`config.mk`:
```
export PLATFORM = sky130hd
export DESIGN_NAME = motor_pwm_driver
export DESIGN_NICKNAME = d
export VERILOG_FILES = /design/src/rtl/motor_pwm_driver.sv
export SDC_FILE = /design/constraint.sdc
export NUM_CORES = 1
export LEC_CHECK = 0
export ABC_AREA = 1
export CAP_MARGIN = 25
export CORE_ASPECT_RATIO = 1.5
export CORE_MARGIN = 10
export CORE_UTILIZATION = 62
export CTS_CLUSTER_SIZE = 8
export DETAILED_ROUTE_END_ITERATION = 8
export GPL_ROUTABILITY_DRIVEN = 0
export PLACE_DENSITY = 0.95
export SYNTH_ARGS = -nofsm -noshare
export SYNTH_HDL_FRONTEND = slang
export SYNTH_SLANG_ARGS = --single-unit
```
`constraint.sdc`:
```
create_clock -name clock -period 9.4 [get_ports clock]
set_input_delay 1.88 -clock clock [delete_from_list [all_inputs] [get_ports clock]]
set_output_delay 1.88 -clock clock [all_outputs]
set_load 0.05 [all_outputs]
```
`src/rtl/motor_pwm_driver.sv`:
```
// motor_pwm_driver
//   Drives one H-bridge channel from the signed PID controller output.
//   The command magnitude, saturated to PERIOD, becomes the PWM duty and its
//   sign becomes the direction. New commands are taken only at period
//   boundaries. Both legs are held low for DEADTIME cycles on enable and on
//   every direction reversal.
//
//   Optional build macro: PWM_SLEW_LIMIT_EN
//     When it is defined, the signed applied command moves toward the target by
//     at most SLEW_STEP per period. A reversal therefore ramps through zero.
//     When it is undefined, the saturated command is applied directly.
//
// Ports
//   clock           system clock
//   reset_n         asynchronous active-low reset
//   i_command[31:0] signed duty command
//   i_enable        run request; low forces the bridge off
//   o_pwm_a         forward leg drive
//   o_pwm_b         reverse leg drive
//   o_dir           applied direction (0 = forward, 1 = reverse)
//   o_duty          applied magnitude, 0..PERIOD
//   o_period_start  pulse in the first cycle of each RUN period
//   o_active        high while in RUN
//
// state   | meaning
// --------+-----------------------------------------------
// ST_IDLE | bridge off, waiting for i_enable
// ST_DEAD | both legs low, dead-time down-counter running
// ST_RUN  | PWM active, period counter 0..PERIOD-1

module motor_pwm_driver #(
  parameter int PERIOD    = 4000,
  parameter int CNT_W     = 16,
  parameter int DEADTIME  = 10,
  parameter int SLEW_STEP = 100
) (
  input  logic             clock,
  input  logic             reset_n,
  input  logic [31:0]      i_command,
  input  logic             i_enable,
  output logic             o_pwm_a,
  output logic             o_pwm_b,
  output logic             o_dir,
  output logic [CNT_W-1:0] o_duty,
  output logic             o_period_start,
  output logic             o_active
);

  typedef enum logic [1:0] {
    ST_IDLE = 2'd0,
    ST_DEAD = 2'd1,
    ST_RUN  = 2'd2
  } state_t;

  localparam logic [CNT_W-1:0] PERIOD_C    = CNT_W'(PERIOD);
  localparam logic [CNT_W-1:0] LAST_C      = CNT_W'(PERIOD - 1);
  localparam logic [CNT_W-1:0] DEAD_LOAD_C = CNT_W'(DEADTIME - 1);

  // Elaboration-time guard on the parameter set.
  if (PERIOD < 1 || DEADTIME < 1 || SLEW_STEP < 1 ||
      PERIOD >= (1 << CNT_W) || DEADTIME > (1 << CNT_W)) begin : g_param_check
    $error("motor_pwm_driver: illegal parameter combination");
  end

  state_t           state_q, state_d;
  logic [CNT_W-1:0] cnt_q, cnt_d;
  logic [CNT_W-1:0] dead_q, dead_d;
  logic             dir_q, dir_d;
  logic [CNT_W-1:0] duty_q, duty_d;
  logic             pwm_a_q, pwm_a_d;
  logic             pwm_b_q, pwm_b_d;
  logic             pstart_q, pstart_d;
  logic             active_q, active_d;

  // Value that the next sample point would apply.
  logic [CNT_W-1:0] smp_mag;
  logic             smp_sign;
  logic             smp_nz;

`ifdef PWM_SLEW_LIMIT_EN
  // The applied command is signed. The extra headroom bits hold target - applied,
  // which can reach 2*PERIOD.
  localparam int AW = CNT_W + 2;
  localparam logic signed [31:0]   PERIOD_S = 32'(PERIOD);
  localparam logic signed [AW-1:0] SLEW_S   = AW'(SLEW_STEP);

  logic signed [AW-1:0] applied_q, applied_d;
  logic signed [AW-1:0] applied_nx;
  logic signed [AW-1:0] target_s;
  logic signed [AW-1:0] diff_s;
  logic signed [AW-1:0] step_s;
  logic signed [31:0]   cmd_s;

  always_comb begin
    cmd_s = i_command;
    if (cmd_s > PERIOD_S) begin
      target_s = AW'(PERIOD);
    end else if (cmd_s < -PERIOD_S) begin
      target_s = -AW'(PERIOD);
    end else begin
      target_s = AW'(cmd_s);
    end
    diff_s = target_s - applied_q;
    if (diff_s > SLEW_S) begin
      step_s = SLEW_S;
    end else if (diff_s < -SLEW_S) begin
      step_s = -SLEW_S;
    end else begin
      step_s = diff_s;
    end
    applied_nx = applied_q + step_s;
    smp_sign   = applied_nx[AW-1];
    smp_nz     = (applied_nx != '0);
    smp_mag    = CNT_W'((applied_nx < 0) ? -applied_nx : applied_nx);
  end
`else
  // 33 bits keep the magnitude of -2^31 representable, so it saturates and
  // does not wrap.
  logic [32:0] cmd_abs;

  always_comb begin
    cmd_abs  = i_command[31] ? (33'd0 - {1'b1, i_command}) : {1'b0, i_command};
    smp_mag  = (cmd_abs > 33'(PERIOD)) ? PERIOD_C : cmd_abs[CNT_W-1:0];
    smp_sign = i_command[31];
    smp_nz   = (smp_mag != '0);
  end
`endif

  always_comb begin
    state_d = state_q;
    cnt_d   = cnt_q;
    dead_d  = dead_q;
    dir_d   = dir_q;
    duty_d  = duty_q;
`ifdef PWM_SLEW_LIMIT_EN
    applied_d = applied_q;
`endif

    if (!i_enable) begin
      state_d = ST_IDLE;
      cnt_d   = '0;
      dead_d  = '0;
      dir_d   = 1'b0;
      duty_d  = '0;
`ifdef PWM_SLEW_LIMIT_EN
      applied_d = '0;
`endif
    end else begin
      case (state_q)
        ST_IDLE: begin
          state_d = ST_DEAD;
          dead_d  = DEAD_LOAD_C;
          cnt_d   = '0;
          duty_d  = smp_mag;
          if (smp_nz) dir_d = smp_sign;
`ifdef PWM_SLEW_LIMIT_EN
          applied_d = applied_nx;
`endif
        end
        ST_DEAD: begin
          if (dead_q == '0) begin
            state_d = ST_RUN;
            cnt_d   = '0;
          end else begin
            dead_d = dead_q - 1'b1;
          end
        end
        ST_RUN: begin
          if (cnt_q == LAST_C) begin
            cnt_d  = '0;
            duty_d = smp_mag;
`ifdef PWM_SLEW_LIMIT_EN
            applied_d = applied_nx;
`endif
            // A zero command keeps the old direction and never reverses.
            if (smp_nz) begin
              dir_d = smp_sign;
              if (smp_sign != dir_q) begin
                state_d = ST_DEAD;
                dead_d  = DEAD_LOAD_C;
              end
            end
          end else begin
            cnt_d = cnt_q + 1'b1;
          end
        end
        default: begin
          state_d = ST_IDLE;
          cnt_d   = '0;
        end
      endcase
    end

    // The outputs are taken from the next-state values. They are registered,
    // and they line up with the state and counter in the same cycle.
    active_d = (state_d == ST_RUN);
    pstart_d = active_d && (cnt_d == '0);
    pwm_a_d  = active_d && !dir_d && (cnt_d < duty_d);
    pwm_b_d  = active_d &&  dir_d && (cnt_d < duty_d);
  end

  always_ff @(posedge clock or negedge reset_n) begin
    if (!reset_n) begin
      state_q  <= ST_IDLE;
      cnt_q    <= '0;
      dead_q   <= '0;
      dir_q    <= 1'b0;
      duty_q   <= '0;
      pwm_a_q  <= 1'b0;
      pwm_b_q  <= 1'b0;
      pstart_q <= 1'b0;
      active_q <= 1'b0;
`ifdef PWM_SLEW_LIMIT_EN
      applied_q <= '0;
`endif
    end else begin
      state_q  <= state_d;
      cnt_q    <= cnt_d;
      dead_q   <= dead_d;
      dir_q    <= dir_d;
      duty_q   <= duty_d;
      pwm_a_q  <= pwm_a_d;
      pwm_b_q  <= pwm_b_d;
      pstart_q <= pstart_d;
      active_q <= active_d;
`ifdef PWM_SLEW_LIMIT_EN
      applied_q <= applied_d;
`endif
    end
  end

  assign o_pwm_a        = pwm_a_q;
  assign o_pwm_b        = pwm_b_q;
  assign o_dir          = dir_q;
  assign o_duty         = duty_q;
  assign o_period_start = pstart_q;
  assign o_active       = active_q;

endmodule

```
==> results of run 1 <==
state kept, by name, indices dropped and copies added (netlist names):
name            cells
o_active            1
o_dir               1
dead_q             16
cnt_q              16
state_q             2
o_pwm_a             1
o_period_start      1
o_duty             16
o_pwm_b             1
per-layer routing:
metal | vias up | global-route usage, %
met5 | - | 0
met4 | 0 | 17.9
met3 | 75 | 4.28
met2 | 297 | 44.9
met1 | 2440 | 24.4
li1 | 2560 | -
through the flow:
| stage | setup slack (ps) | util (%) | area, um^2 | hold slack (ps) | total power, W |
|---|---|---|---|---|---|
| CTS | 4000 | 73.5 | 5560 | 530 | 0.00124 |
| floorplan | 4900 | - | 4800 | 473 | 0.000835 |
| finish | 3860 | 73.5 | 5560 | 533 | 0.00126 |
| global placement | 3930 | 71.3 | 5390 | 510 | 0.000989 |
| global route | 3620 | 73.5 | 5560 | 557 | 0.00135 |
| detailed placement | 3790 | 71.3 | 5390 | 510 | 0.00102 |
cell families (layout without fill, tap and decap cells):
logic type               count (synthesis)  count (layout)
XOR/XNOR                                21              21
AO/OA/AOI/OAI                           76              76
adder cells (fa/ha/maj)                 22              22
AND/OR/NAND/NOR                        463             463
buffers and inverters                  124             172
flip-flops                              55              55
worst max-delay path: stages:
cell and delay [ps]:
clkdlybuf4s50_1 450, buf_4 370, inv_1 210, nor2_1 170, xor2_1 340, a21oi_1 120
nor2_1 150, nor2_2 70, nand2_2 190, o21ai_0 120, nand3_1 80, nand2_1 70
nor2_1 180, inv_1 70, ha_1 300, a21oi_1 140, nor2_1 70, a211oi_1 350
o221a_2 280, nand2_1 70, nor2_1 90
Yosys cell counts (all sizes together), types with 5 or more instances:
cell type  instances  area [um^2]
nor2             117          469
nand2            240          923
buf               12         83.8
dfrtp             55         1380
nor3              19          106
o21ai             31          159
a21oi             20          100
xor2              14          123
xnor2              7         61.3
nand3             51          260
clkbuf             7         26.3
ha                22          275
nand3b             7         52.6
nand4             18          113
inv              103          387
nor4               9         56.3
o211ai             5         37.5
worst paths after layout:
check | start | to | slack [ps] | depth (start not counted)
max | i_command[31] | o_pwm_b | 3860 | 21
min | dead_q[15] | dead_q[15] | 530 | 2
max reg2reg | cnt_q[0] | o_pwm_b | 5390 | 20
min reg2reg | dead_q[15] | dead_q[15] | 530 | 2
max in group asynchronous | reset_n | dead_q[11] | 7200 | 2
min in group asynchronous | reset_n | cnt_q[4] | 1700 | 2
power by group through the flow:
stage,combinational (W),clock [W],sequential [W]
CTS,0.000684,0.000217,0.000342
global placement,0.000647,0,0.000342
detailed placement,0.000679,0,0.000345
finish,0.000696,0.000214,0.000346
floorplan,0.000423,0,0.000413
global route,0.000771,0.000225,0.000351
cell type report:
cell class                      instances  share of cell area (%)
Sequential cell                        55                    24.8
Clock inverter                          3                   0.788
Timing Repair Buffer                   59                    10.4
Inverter                              105                    7.09
Tap cell                              102                    2.30
Multi-Input combinational cell        582                    52.5
Clock buffer                            5                    2.25
==> flow_summary_export.csv, run 1 <==
group,metric,value,unit
drt,highest-signal-layer,"met4",
pwr,clockPowerShare,17.1,%
die,core_region_area,7560,um^2
clocking,cts.htree.levels,2,
timing,timing.setup.tns,0,ps
yosys,number_of_synthesized_flops_with_an_enable_pin,0,
layout,post_route_cells_drive_above_1_share,5.07,%
global_route,wire_length_of_the_first_global_routing_pass,24100,um
global_route,number_of_antenna_violations_at_the_first_check_in_global_routing,0,
layout,fin_nets,865,
layout,area_overhead_vs_synth,15.9,%
yosys,synth.mux.area_fraction,0,%
yosys,synth.yosys.warnings,0,
yosys,yosysSeqAreaShare,28.7,%
timing,period_needed,5540,ps
pwr,power.density,226,nW/um^2
die,die_h,128,um
clocking,cts_setup_buffers,0,
yosys,synth_top_family_by_area,"simple AND/OR/NAND/NOR gates",
timing,number_of_setup_violations_in_the_final_report,0,
clocking,cts_hold_repair.buffers,0,
yosys,synth-seq-cells,55,
drt,route.detailed.wl_per_inst,16.0,um
yosys,synth-async-reset-ratio,100,%
clocking,clock_tree.root_cell,"clkbuf_16",
yosys,synthSimpleGateAreaFrac,41.6,%
pwr,irDropWorstVdd,0.153,mV
global_route,grt_max_degree,56,
yosys,compound_gate_portion_of_the_synthesized_area,9.65,%
placed_design,detailedPlacementHpwl,11200,um
timing,max_clock_freq,181,MHz
worst_setup_path,worst-path-max-fanout,44,
clocking,clkSinkCount,55,
pwr,leakage,2.87,nW
die,boundaryPins,56,
drt,drt-initial-drc-count,479,
timing,worst_slew_margin_rel,50.0,%
yosys,synth-xor-area-share,3.83,%
pwr,internal_power,0.000636,W
worst_setup_path,critical_path_source_type,"input pin",
drt,detailroute.wirelength.met3,920,um
worst_setup_path,crit_type,"in -> reg",
yosys,ys_types,42,
yosys,postSynthCellCount,761,
pwr,comb_power_share,55.4,%
pwr,share_seq_of_total_power,27.5,%
timing,final-hold-violation-count,0,
layout,num-fill-cells,591,
layout,sequential_cell_area,1380,um^2
layout,mostFrequentLayoutCell,"nand2_1",
clocking,cts-root-to-sink-buffers,2,
yosys,yosys_most_used_dff,"dfrtp_1",
placed_design,placedCellCount,903,
layout,insertedDiodeCount,0,
timing,rsz0062_at_grt,"false",
clocking,worst_setup_hold_path_clk_slew,70,ps
layout,final-instance-count-excl-fill,911,
die,fp.dieW,91.8,um
yosys,synth-adder-area-share,5.74,%
drt,final_wl,14500,um
die,initial_core_util,63.4,%
yosys,postSynthAreaPerCell,6.30,um^2
clocking,cts_tree,"done",
timing,fin_crit_sh,58.9,%
worst_setup_path,critical_path_required,9630,ps
clocking,number_of_gates_resized_after_cts,0,
die,fp.dieArea,11700,um^2
timing,worstMarginPinSlew,749,ps
placed_design,buffer_ports.inserted,55,
global_route,global_route.usage.total,24.6,%
worst_setup_path,worst_ep_arrival_time,5770,ps
drt,dr.pass1.iters,8,
die,placementRows,39,
worst_setup_path,crit_path_end_kind,"register",
pwr,total_switching_power,0.000620,W
global_route,gr-total-overflow,0,
drt,dr_wl_met2,7460,um
pwr,power.switching_fraction,49.3,%
job,max-cap-violations,0,
drt,detail-route-antenna-nets,0,
drt,met1Wirelength,5240,um
yosys,synthesis.nets,818,
status,run_status,"complete, no violations",
layout,most-common-layout-cells,"231 x nand2_1, 109 x nor2_1, 97 x inv_1, 55 x dfrtp_1, 54 x clkdlybuf4s50_1",
timing,max_slew_violation_count,0,
layout,multi_input_comb_area,2920,um^2
drt,num_vias,5372,
drt,routed_via_density,5.90,
worst_hold_path,hold_path.class,"reg -> reg",
drt,drc,0,
clocking,clock_insertion_delay_worst_skew,300,ps
yosys,syn-cell-area,4800,um^2
timing,final.setup_skew,7.45,ps
clocking,cts_inserted_buffers,5,
global_route,first_global_vias,5301,
Power figures use the tool's default switching activity.
==> run 2, diff against run 1 <==
- CORE_UTILIZATION: 62 -> 58
- PLACE_DENSITY: 0.95 -> 0.9
- clock period: 9.4 -> 5.2 ns (I/O delays scaled with it)
==> run 2 against run 1 <==
Compared with the run above:
- clock power rose by 81%
- critical endpoint is now o_pwm_a
- global-route usage fell by 2.7 points
- non-clock buffer count rose by 1
- sequential cell count did not move
- critical path depth rose by 3
- register-to-register slack got worse by 4000 ps
- count of clock-buffer cells in the layout rose by 1
- final cell count rose by 0.44%
==> flow_summary_export.csv, run 2 (synthesis gave the netlist of run 1 again) <==
group,metric,value,unit
status,run_status,"complete, no violations",
drt,dr.pass1.iters,8,
die,die_h,131,um
clocking,cts_setup_buffers,0,
worst_setup_path,worst-path-max-fanout,20,
layout,multi_input_comb_area,2920,um^2
clocking,clkSinkCount,55,
die,core_region_area,8060,um^2
drt,num_vias,5279,
die,boundaryPins,56,
global_route,gr-total-overflow,0,
clocking,worst_setup_hold_path_clk_slew,70,ps
timing,period_needed,4520,ps
worst_setup_path,worst_ep_arrival_time,4740,ps
die,placementRows,40,
clocking,cts_hold_repair.buffers,0,
drt,routed_via_density,5.77,
worst_setup_path,critical_path_source_type,"input pin",
clocking,clock_insertion_delay_worst_skew,290,ps
timing,number_of_setup_violations_in_the_final_report,0,
die,fp.dieW,94.3,um
timing,worst_slew_margin_rel,44.6,%
timing,fin_crit_sh,86.9,%
timing,max_slew_violation_count,0,
die,initial_core_util,59.5,%
global_route,wire_length_of_the_first_global_routing_pass,23000,um
drt,detail-route-antenna-nets,0,
job,max-cap-violations,0,
worst_setup_path,crit_path_end_kind,"register",
placed_design,detailedPlacementHpwl,10700,um
timing,rsz0062_at_grt,"false",
layout,final-instance-count-excl-fill,915,
placed_design,buffer_ports.inserted,55,
clocking,clock_tree.root_cell,"clkbuf_16",
layout,num-fill-cells,721,
worst_hold_path,hold_path.class,"reg -> reg",
worst_setup_path,critical_path_required,5430,ps
layout,sequential_cell_area,1380,um^2
global_route,global_route.usage.total,21.9,%
layout,mostFrequentLayoutCell,"nand2_1",
global_route,first_global_vias,5208,
timing,final-hold-violation-count,0,
drt,route.detailed.wl_per_inst,14.8,um
timing,worstMarginPinSlew,823,ps
pwr,irDropWorstVdd,0.213,mV
timing,final.setup_skew,4.72,ps
layout,fin_nets,866,
drt,drc,0,
drt,drt-initial-drc-count,511,
layout,post_route_cells_drive_above_1_share,5.19,%
global_route,number_of_antenna_violations_at_the_first_check_in_global_routing,0,
pwr,leakage,2.88,nW
timing,timing.setup.tns,0,ps
die,fp.dieArea,12400,um^2
clocking,number_of_gates_resized_after_cts,0,
timing,max_clock_freq,221,MHz
worst_setup_path,crit_type,"in -> reg",
clocking,cts_inserted_buffers,5,
global_route,grt_max_degree,56,
pwr,power.density,402,nW/um^2
drt,final_wl,13500,um
clocking,cts.htree.levels,2,
placed_design,placedCellCount,907,
clocking,cts_tree,"done",
layout,insertedDiodeCount,0,
layout,most-common-layout-cells,"231 x nand2_1, 109 x nor2_1, 97 x inv_1, 55 x dfrtp_1, 54 x clkdlybuf4s50_1",
worst_setup_path,worst-r2r-setup-slack,1400,ps
clocking,cts-root-to-sink-buffers,2,
layout,area_overhead_vs_synth,16.2,%
## run 2: cell count changes in the layout (fill, tap and decap cells not counted), sizes merged
cell,before,now
clkinv,4,3
clkbuf,5,6
buf,5,6
## run 2: worst paths after layout
check	end	cells past startpoint	start
setup / recovery	o_pwm_a	24	i_command[31]
hold / removal	dead_q[1]	2	dead_q[1]
setup reg to reg	o_pwm_a	18	state_q[0]
hold reg to reg	dead_q[1]	2	dead_q[1]
max in group asynchronous	dead_q[2]	2	reset_n
min in group asynchronous	cnt_q[3]	2	reset_n
## run 2: per-layer routing
metal	up-vias	GRT usage [%]	share of wire, %
li1	2550	-	-
met1	2419	23.8	38
met2	255	39.9	52
met3	55	2.57	6.5
met4	0	10.5	4.1
met5	-	0	0
## run 2: metrics by stage
stage / total power [W] / setup WS, ps / utilization [%] / instance area [um^2] / hold slack (ps)
after floorplan: 0.00151 / 1540 / - / 4800 / 473
after global placement: 0.00179 / 644 / 67.0 / 5400 / 496
after detailed placement: 0.00183 / 425 / 67.0 / 5400 / 512
after CTS: 0.00223 / 724 / 69.2 / 5580 / 529
after global routing: 0.00241 / 272 / 69.2 / 5580 / 568
final: 0.00224 / 683 / 69.2 / 5580 / 527
## run 2: where the power goes
part / switching [W] / leakage (nW) / internal, W
logic: 0.000828 / 2.04 / 0.000405
clock network: 0.000148 / 0.0868 / 0.000240
registers: 0.000101 / 0.749 / 0.000517
## run 2: worst max-delay path, cell delays in order
cell and delay [ps]:
clkdlybuf4s50_1 880, buf_4 310, nand2_1 70, nand2_1 50
nand2_1 120, nor2_1 140, nand2_1 60, nor2_1 110
nand2_1 80, nor2_2 120, nand2_2 160, nor2_1 180
a221o_1 160, nand2_1 50, nor2_1 130, inv_1 60
ha_1 270, nand2_1 90, nor2_1 50, a211oi_1 290
nand2_1 100, nand2_1 60, nand2_1 60, nor2_1 90
## run 2: area by class of cell
type / count / area share, %
clock inverters: 2 / 0.628
flip-flops and latches: 55 / 24.7
multi-input cells: 582 / 52.3
well taps: 105 / 2.36
clock buffers: 6 / 2.49
repair buffers: 60 / 10.5
inverters: 105 / 7.07
==> run 3, diff against run 2 <==
- CELL_PAD_IN_SITES_DETAIL_PLACEMENT: default -> 1
- CELL_PAD_IN_SITES_GLOBAL_PLACEMENT: default -> 1
- CORE_UTILIZATION: 58 -> 40
- PLACE_DENSITY: 0.9 -> 0.89
==> run 3 against run 2 <==
Compared with the run above:
- final cell count up 5.0%
- sequential cell count unchanged
- sequential share of layout area down 0.17 points
- critical path type unchanged
- final area up 0.70%
- clock skew up 3.3 ps
- register-to-register slack worse by 330 ps
==> flow_summary_export.csv, run 3 (synthesis gave the netlist of run 1 again) <==
group,metric,value,unit
pwr,total_switching_power,0.00116,W
die,fp.dieArea,16900,um^2
layout,num-fill-cells,1591,
job,max-cap-violations,0,
timing,number_of_setup_violations_in_the_final_report,0,
timing,worst_slew_margin_rel,46.5,%
pwr,irDropWorstVdd,0.181,mV
layout,area_overhead_vs_synth,17.0,%
global_route,number_of_antenna_violations_at_the_first_check_in_global_routing,0,
worst_setup_path,worst_ep_arrival_time,4990,ps
worst_setup_path,worst-path-max-fanout,12,
die,initial_core_util,41.2,%
worst_setup_path,crit_path_end_kind,"register",
drt,drt-initial-drc-count,158,
pwr,power.density,404,nW/um^2
drt,routed_via_density,5.44,
worst_setup_path,crit_type,"in -> reg",
die,boundaryPins,56,
layout,fin_nets,867,
layout,final_area,5610,um^2
die,die_h,154,um
die,core_region_area,11700,um^2
drt,detail-route-antenna-nets,0,
layout,mostFrequentLayoutCell,"nand2_1",
worst_setup_path,critical_path_source_type,"input pin",
timing,timing.setup.tns,0,ps
clocking,cts_setup_buffers,0,
layout,post_route_cells_drive_above_1_share,5.30,%
timing,final.setup_skew,8.03,ps
drt,route.detailed.wl_per_inst,17.2,um
clocking,worst_setup_hold_path_clk_slew,80,ps
pwr,clockPowerShare,15.8,%
timing,max_clock_freq,211,MHz
worst_setup_path,worst-r2r-setup-slack,1070,ps
drt,drc,0,
worst_setup_path,crit_reg_reg_endpoint,"o_pwm_b",
placed_design,buffer_ports.inserted,55,
timing,worstMarginPinSlew,802,ps
worst_hold_path,whs_path_depth,2,
global_route,grt_max_degree,56,
pwr,share_seq_of_total_power,27.2,%
die,placementRows,48,
placed_design,place_ws,252,ps
global_route,first_global_vias,5812,
worst_hold_path,timing.hold.worst_endpoint,"dead_q[15]",
worst_hold_path,hp-start,"dead_q[15]",
placed_design,post_dp_cell_area,5470,um^2
die,fp.dieW,109,um
timing,layout_setup_ws,450,ps
global_route,gr-total-overflow,0,
placed_design,detailedPlacementHpwl,13500,um
drt,num_vias,5228,
pwr,comb_power_share,57.0,%
global_route,global_route.usage.total,19.8,%
layout,insertedDiodeCount,0,
worst_hold_path,hold_path.class,"reg -> reg",
timing,final-hold-violation-count,0,
clocking,number_of_gates_resized_after_cts,0,
timing,whs,544,ps
global_route,wire_length_of_the_first_global_routing_pass,27600,um
clocking,cts_tree,"done",
clocking,clock_tree.root_cell,"clkbuf_16",
timing,period_needed,4750,ps
timing,fin_crit_sh,91.3,%
clocking,cts.htree.levels,2,
pwr,internal_power,0.00111,W
worst_setup_path,rr_startpoint,"dead_q[0]",
drt,dr.pass1.iters,4,
status,run_status,"complete, no violations",
pwr,power.switching_fraction,51.1,%
timing,rsz0062_at_grt,"false",
clocking,cts_inserted_buffers,5,
clocking,clkSinkCount,55,
timing,max_slew_violation_count,0,
clocking,cts-root-to-sink-buffers,2,
worst_setup_path,critical_path_required,5440,ps
worst_setup_path,worst_r2r_path_depth,16,
layout,most-common-layout-cells,"231 x nand2_1, 109 x nor2_1, 97 x inv_1, 55 x dfrtp_1, 54 x clkdlybuf4s50_1",
pwr,leakage,2.87,nW
drt,final_wl,16500,um
clocking,cts_hold_repair.buffers,0,
clocking,clock_insertion_delay_worst_skew,310,ps
run 3: cell types whose count changed in the layout (fill, tap and decap cells not counted), sizes merged:
cell | before | now
clkbuf | 6 | 5
inv | 103 | 104
clkinvlp | 0 | 1
buf | 6 | 7
bufinv | 1 | 0
run 3: worst max path at each step:
| stage | start | endpoint | slack (ps) | cells past startpoint |
|---|---|---|---|---|
| 2_1_floorplan | i_command[1] | o_pwm_a | 1540 | 26 |
| 3_3_place_gp | i_command[0] | o_pwm_a | 470 | 27 |
| 3_5_place_dp | i_command[0] | o_pwm_b | 250 | 26 |
| 4_1_cts | i_command[0] | o_pwm_b | 490 | 25 |
| 5_1_grt | i_command[0] | o_pwm_a | 80 | 25 |
| 6_report | i_command[0] | o_pwm_b | 450 | 25 |
run 3: metrics by stage:
stage	power (W)	cells	util [%]
6_report	0.00227	961	48.2
3_3_place_gp	0.00184	953	46.9
2_1_floorplan	0.00151	761	-
3_5_place_dp	0.00191	953	46.9
4_1_cts	0.00228	961	48.2
5_1_grt	0.00245	961	48.2
run 3: final cells by class:
class / instances / area [um^2] / share of cell area, %
Timing Repair Buffer: 61 / 591 / 10.5
Inverter: 105 / 394 / 7.02
Tap cell: 150 / 188 / 3.34
Sequential cell: 55 / 1380 / 24.5
Clock inverter: 3 / 23.8 / 0.423
Clock buffer: 5 / 125 / 2.23
Multi-Input combinational cell: 582 / 2920 / 52.0
run 3: layer usage:
layer / GRT usage [%] / wire length [um] / part of all wire, %
met5: 0 / 0 / 0
met4: 8.64 / 594 / 3.6
met3: 2.34 / 458 / 2.8
met2: 38.4 / 9090 / 55
met1: 20.0 / 6400 / 39
run 3: power by group through the flow:
| stage | clock network (W) | logic [W] | registers (W) |
|---|---|---|---|
| after floorplan | 0 | 0.000764 | 0.000746 |
| final | 0.000359 | 0.00129 | 0.000618 |
| after global placement | 0 | 0.00122 | 0.000617 |
| after CTS | 0.000360 | 0.00130 | 0.000616 |
| after global routing | 0.000377 | 0.00144 | 0.000630 |
| after detailed placement | 0 | 0.00129 | 0.000623 |
run 3: worst max-delay path, cell delays in order:
cell             delay [ps]
clkdlybuf4s50_1         530
inv_2                    70
ha_1                    220
nand3_1                 160
nand2_1                 150
nand2_1                 120
xor2_1                  270
nand2_1                  90
nor2_1                   90
nand2_1                  50
nor2_1                  110
nor2_2                   70
nand2_2                 190
o21ai_0                 120
nand3_1                  90
nand2_1                  80
nor2_1                  160
inv_1                    70
ha_1                    310
a21oi_1                 150
nor2_1                   60
a211oi_1                320
o221a_2                 260
nand2_1                  90
nor2_1                  110
